File: config.mk
export PLATFORM = sky130hd
export DESIGN_NAME = grf_wport_arbiter
export DESIGN_NICKNAME = d
export VERILOG_FILES = /design/src/rtl/grf_wport_arbiter.sv
export SDC_FILE = /design/constraint.sdc
export NUM_CORES = 1
export LEC_CHECK = 0
export CELL_PAD_IN_SITES_DETAIL_PLACEMENT = 1
export CELL_PAD_IN_SITES_GLOBAL_PLACEMENT = 2
export CORE_ASPECT_RATIO = 0.7
export CORE_UTILIZATION = 41
export CTS_BUF_LIST = sky130_fd_sc_hd__clkbuf_16
export DETAILED_ROUTE_END_ITERATION = 8
export GPL_TIMING_DRIVEN = 0
export PLACE_DENSITY_LB_ADDON = 0.1
export SYNTH_ARGS = -nofsm -noshare
export SYNTH_HDL_FRONTEND = slang
export SYNTH_SLANG_ARGS = --single-unit
File: constraint.sdc
create_clock -name clk -period 6.3 [get_ports clk]
set_input_delay 0.63 -clock clk [delete_from_list [all_inputs] [get_ports clk]]
set_output_delay 0.63 -clock clk [all_outputs]
set_load 0.03 [all_outputs]
File: src/rtl/grf_wport_arbiter.sv
// Register-file write-port arbiter: pipeline writeback vs. a buffered multi-cycle unit FIFO.
// Define GRF_ARB_TRACE_EN to print a per-write trace line in simulation.
module grf_wport_arbiter #(
  parameter int DEPTH        = 4,
  parameter int STARVE_LIMIT = 8
) (
  input  logic        clk,
  input  logic        reset,
  input  logic        iWB_WE,
  input  logic [4:0]  iWB_Addr,
  input  logic [31:0] iWB_Data,
  input  logic [31:0] iWB_PC8,
  input  logic        iAux_Valid,
  input  logic [4:0]  iAux_Addr,
  input  logic [31:0] iAux_Data,
  input  logic [31:0] iAux_PC8,
  output logic        oAux_Ready,
  output logic        oWE,
  output logic [4:0]  oA3_Addr,
  output logic [31:0] oWD,
  output logic [31:0] oPC8,
  output logic        oWB_Hold,
  input  logic [4:0]  iQ1_Addr,
  input  logic [4:0]  iQ2_Addr,
  output logic        oQ1_Busy,
  output logic        oQ2_Busy
);

  localparam int PW = (DEPTH > 1) ? $clog2(DEPTH) : 1;
  localparam int CW = PW + 1;
  localparam int SW = $clog2(STARVE_LIMIT + 1);

  logic [4:0]    mem_addr [DEPTH];
  logic [31:0]   mem_data [DEPTH];
  logic [31:0]   mem_pc8  [DEPTH];
  logic [PW-1:0] wptr, rptr;
  logic [CW-1:0] count;
  logic [SW-1:0] starve_cnt;

  logic wb_req, head_valid, starved, accept, push, pop;
  logic q1_hit, q2_hit;
  logic [PW-1:0] off;

  assign wb_req     = iWB_WE && (iWB_Addr != 5'd0);
  assign head_valid = (count != '0);
  assign starved    = head_valid && (starve_cnt == SW'(STARVE_LIMIT));
  // Ready comes from the registered count only; a same-cycle pop gives no credit.
  assign oAux_Ready = (count < CW'(DEPTH));
  assign accept     = iAux_Valid && oAux_Ready;
  // Writes to $0 are accepted on the handshake but never buffered.
  assign push       = accept && (iAux_Addr != 5'd0);

  // Port selection: starved aux head, then WB, then aux head, else idle.
  always_comb begin
    oWE      = 1'b0;
    oA3_Addr = 5'd0;
    oWD      = 32'd0;
    oPC8     = 32'd0;
    oWB_Hold = 1'b0;
    pop      = 1'b0;
    if (!reset) begin
      if (starved) begin
        pop      = 1'b1;
        oWE      = 1'b1;
        oA3_Addr = mem_addr[rptr];
        oWD      = mem_data[rptr];
        oPC8     = mem_pc8[rptr];
        oWB_Hold = wb_req;
      end else if (wb_req) begin
        oWE      = 1'b1;
        oA3_Addr = iWB_Addr;
        oWD      = iWB_Data;
        oPC8     = iWB_PC8;
      end else if (head_valid) begin
        pop      = 1'b1;
        oWE      = 1'b1;
        oA3_Addr = mem_addr[rptr];
        oWD      = mem_data[rptr];
        oPC8     = mem_pc8[rptr];
      end
    end
  end

  // An entry is live when its distance from the read pointer is below count.
  always_comb begin
    q1_hit = 1'b0;
    q2_hit = 1'b0;
    off    = '0;
    for (int i = 0; i < DEPTH; i++) begin
      off = PW'(i) - rptr;
      if ({1'b0, off} < count) begin
        if (mem_addr[i] == iQ1_Addr) q1_hit = 1'b1;
        if (mem_addr[i] == iQ2_Addr) q2_hit = 1'b1;
      end
    end
  end

  assign oQ1_Busy = !reset && (iQ1_Addr != 5'd0) &&
                    (q1_hit || (push && (iAux_Addr == iQ1_Addr)));
  assign oQ2_Busy = !reset && (iQ2_Addr != 5'd0) &&
                    (q2_hit || (push && (iAux_Addr == iQ2_Addr)));

  always_ff @(posedge clk) begin
    if (push) begin
      mem_addr[wptr] <= iAux_Addr;
      mem_data[wptr] <= iAux_Data;
      mem_pc8[wptr]  <= iAux_PC8;
    end
  end

  always_ff @(posedge clk) begin
    if (reset) begin
      wptr       <= '0;
      rptr       <= '0;
      count      <= '0;
      starve_cnt <= '0;
    end else begin
      if (push) wptr <= wptr + 1'b1;
      if (pop)  rptr <= rptr + 1'b1;
      if (push && !pop)      count <= count + 1'b1;
      else if (pop && !push) count <= count - 1'b1;
      if (pop || !head_valid)
        starve_cnt <= '0;
      else if (starve_cnt != SW'(STARVE_LIMIT))
        starve_cnt <= starve_cnt + 1'b1;
    end
  end

`ifdef GRF_ARB_TRACE_EN
  always_ff @(posedge clk) begin
    if (!reset && oWE)
      $display("%0t@%h: $%0d <= %h", $time, oPC8 - 32'd8, oA3_Addr, oWD);
  end
`endif

endmodule

==> results.json <==
{
  "critPathSlowestCell": "clkbuf_1",
  "synth_cell_types": 37,
  "cts_resized": 0,
  "start_kind": "flop",
  "path_max_fanout": 10,
  "fin_crit_sh_pct": 69.1,
  "hp-start": "starve_cnt[0]",
  "wl_met3_mm": 1.67,
  "cap_violations": 0,
  "port_buffers": 214,
  "drc_errors": 10,
  "grt_overflow_total": 0,
  "die_area_um2": 30100,
  "postSynthAreaPerCell_um2": 19.1,
  "numClockSinks": 289,
  "root_buffer": "clkbuf_16",
  "p_leak_uw": 0.00515,
  "grt_pass1_vias": 7557,
  "path_buf_inv": 4,
  "violations": "design-rule violations",
  "die-height_um": 146,
  "drive_gt1_share_pct": 15.5,
  "relSlewSlack_pct": 37.8,
  "start_util_pct": 41.8,
  "cts_tree": "yes",
  "synth_nets": 797,
  "yosys_warnings": 0,
  "slowest_delay_ps": 660,
  "grtUsageTotal_pct": 19.9,
  "wl_per_cell_um": 23.1,
  "yosysSeqAreaShare_pct": 70.8,
  "num-nets-final": 1046,
  "ant_nets": 0,
  "critPathKind": "flop to output pin",
  "path_cells": "clkbuf_1 > clkbuf_1 > clkbuf_1 > mux4_2 > a22o_1 > clkdlybuf4s50_1",
  "gp_congestion": 0.821,
  "rows": 52,
  "max_slew.worst_pin.slew_ps": 933,
  "p_per_area_nw_per_um2": 359,
  "ys_ff_latch": 289,
  "finalClockSkew_ps": 13.8,
  "cts_buffer_depth": 3,
  "firstDrtPassIters": 8,
  "highest_layer": "met5",
  "end_kind": "output pin",
  "critical_path_required_ps": 5670,
  "timing.fmax_mhz": 230,
  "final_area_um2": 15800,
  "wl_met1_mm": 13.2,
  "cts.clk_slew.worst_paths_ps": 70,
  "die_x_um": 207,
  "drt-initial-drc-count": 363,
  "post_cts_buffers": 0,
  "r2r_start": "count[2]",
  "area_delta_synth_final_pct": 31.2,
  "wl_met2_mm": 14.1,
  "slew_viol_final": 0,
  "coreArea_um2": 28900,
  "synthCells": 633,
  "via_per_inst": 5.34,
  "rsz0062_at_grt": "no",
  "ys_async_sr_fraction_pct": 0,
  "peakVddDrop_uv": 245,
  "tns_ps": 0,
  "clkLatencyLatePin_ps": 560,
  "hold_class": "flop to flop",
  "cts_htree_levels": 1,
  "synth-edff-count": 276,
  "arrival_ps": 3730,
  "diodes": 0,
  "min_period_ps": 4360,
  "dp.final_hpwl_mm": 20.2,
  "numCtsBuffers": 29,
  "grt_pass1_wl_mm": 45.2,
  "antenna_found_initial": 1,
  "io_pins": 226,
  "wl_mm": 29.6,
  "outcome": "finished, violations left",
  "syn-cell-area_um2": 12100,
  "ctsHoldBuffers": 0,
  "hold_violations": 0,
  "grt_max_degree": 51,
  "place_area_um2": 14800,
  "critical-path-top-delay-family": "buffers and inverters",
  "crit_path_frequent_cell": "clkbuf_1",
  "final-setup-viol-count": 0,
  "synth_top_flop_cell": "edfxtp_1",
  "vias": 6851
}
==> cell usage after synthesis, types with 2 or more instances <==
library cell | n | area share (%)
a32oi_1 | 2 | 0.15
buf_6 | 2 | 0.19
xnor2_1 | 32 | 2.3
clkbuf_1 | 31 | 0.96
nor3_1 | 9 | 0.37
o31a_1 | 2 | 0.15
a22o_1 | 67 | 4.9
or3_1 | 3 | 0.16
nand2_1 | 3 | 0.093
edfxtp_1 | 276 | 69
nand3_1 | 6 | 0.25
nand4_1 | 4 | 0.21
xor2_1 | 26 | 1.9
nor4_1 | 2 | 0.10
a21oi_1 | 8 | 0.33
nor2_1 | 20 | 0.62
o21ai_0 | 5 | 0.21
o211ai_1 | 4 | 0.25
dfxtp_1 | 13 | 2.2
ha_1 | 11 | 1.1
buf_2 | 10 | 0.41
inv_1 | 10 | 0.31
and2_1 | 5 | 0.26
mux4_2 | 69 | 13
==> registers in the layout, summed over array words and instances, names as in the netlist, named ones only <==
signal,flops
mem_data,128
mem_pc8,128
mem_addr,20
starve_cnt,4
count,3
rptr,2
wptr,2
==> area by class of cell <==
cell class / instances / area [µm²]
plain buffers: 44 / 196
clock buffers: 29 / 726
clock inverters: 25 / 302
fillers: 2701 / 13100
inverters: 10 / 37.5
multi-input cells: 290 / 3300
flip-flops and latches: 289 / 8550
well taps: 378 / 473
repair buffers: 218 / 2250
==> power by group <==
part | leakage [µW] | total (µW) | internal, µW | switching (µW)
logic | 0.00199 | 1410 | 652 | 756
clock network | 0.000519 | 1850 | 1130 | 722
registers | 0.00263 | 2430 | 2350 | 76.9
total | 0.00515 | 5690 | 4130 | 1560
==> stage by stage <==
stage / std cells / total power (µW) / utilization (%) / hold WS (ps) / setup slack [ps]
after floorplan: 633 / 3340 / - / 430 / 3020
after global placement: 1225 / 3860 / 50.8 / 442 / 678
after detailed placement: 1229 / 3900 / 51.3 / 468 / 2030
after CTS: 1283 / 5760 / 54.8 / 482 / 1900
after global routing: 1283 / 5920 / 54.8 / 499 / 1720
final: 1283 / 5690 / 54.8 / 478 / 1940
==> worst reg2reg max path, cell delays in order (launching register included) <==
cell,delay (ps)
dfxtp_1,300
clkbuf_1,240
nor3_1,540
nor3_4,140
buf_4,230
buf_6,160
inv_1,60
ha_1,180
inv_1,60
fa_1,370
xor2_1,180
or3_1,320
a21oi_1,140
==> routing by layer <==
metal | GRT usage [%] | up-vias
li1 | - | 3097
met1 | 27.7 | 3536
met2 | 32.0 | 181
met3 | 4.57 | 35
met4 | 4.51 | 2
met5 | 0 | -
==> cell usage in the layout, fill, tap and decap left out, drive strengths merged, types with 13 or more instances in the layout <==
| master | n |
|---|---|
| buf | 17 |
| clkdlybuf4s50 | 214 |
| inv | 15 |
| clkbuf | 60 |
| mux4 | 69 |
| xnor2 | 32 |
| nor2 | 20 |
| dfxtp | 13 |
| a22o | 67 |
| xor2 | 26 |
| edfxtp | 276 |
==> worst paths after layout <==
kind / end / slack, ps / depth (start not counted)
min: starve_cnt[0] / 480 / 1
max reg2reg: count[2] / 3310 / 12
max: oPC8[20] / 1940 / 6
min reg2reg: starve_cnt[0] / 480 / 1
==> cells by family (layout without fill, tap and decap cells) <==
kind of cell | count (synthesis) | count (layout) | synth area share, %
mux | 70 | 70 | 13.0
fa+ha+maj | 12 | 12 | 1.31
compound gates | 94 | 94 | 6.41
flops | 289 | 289 | 70.8
buf+inv | 54 | 326 | 1.94
xor+xnor | 58 | 58 | 4.21
simple gates | 56 | 56 | 2.36
No activity file was read; power rests on OpenSTA's default activity.
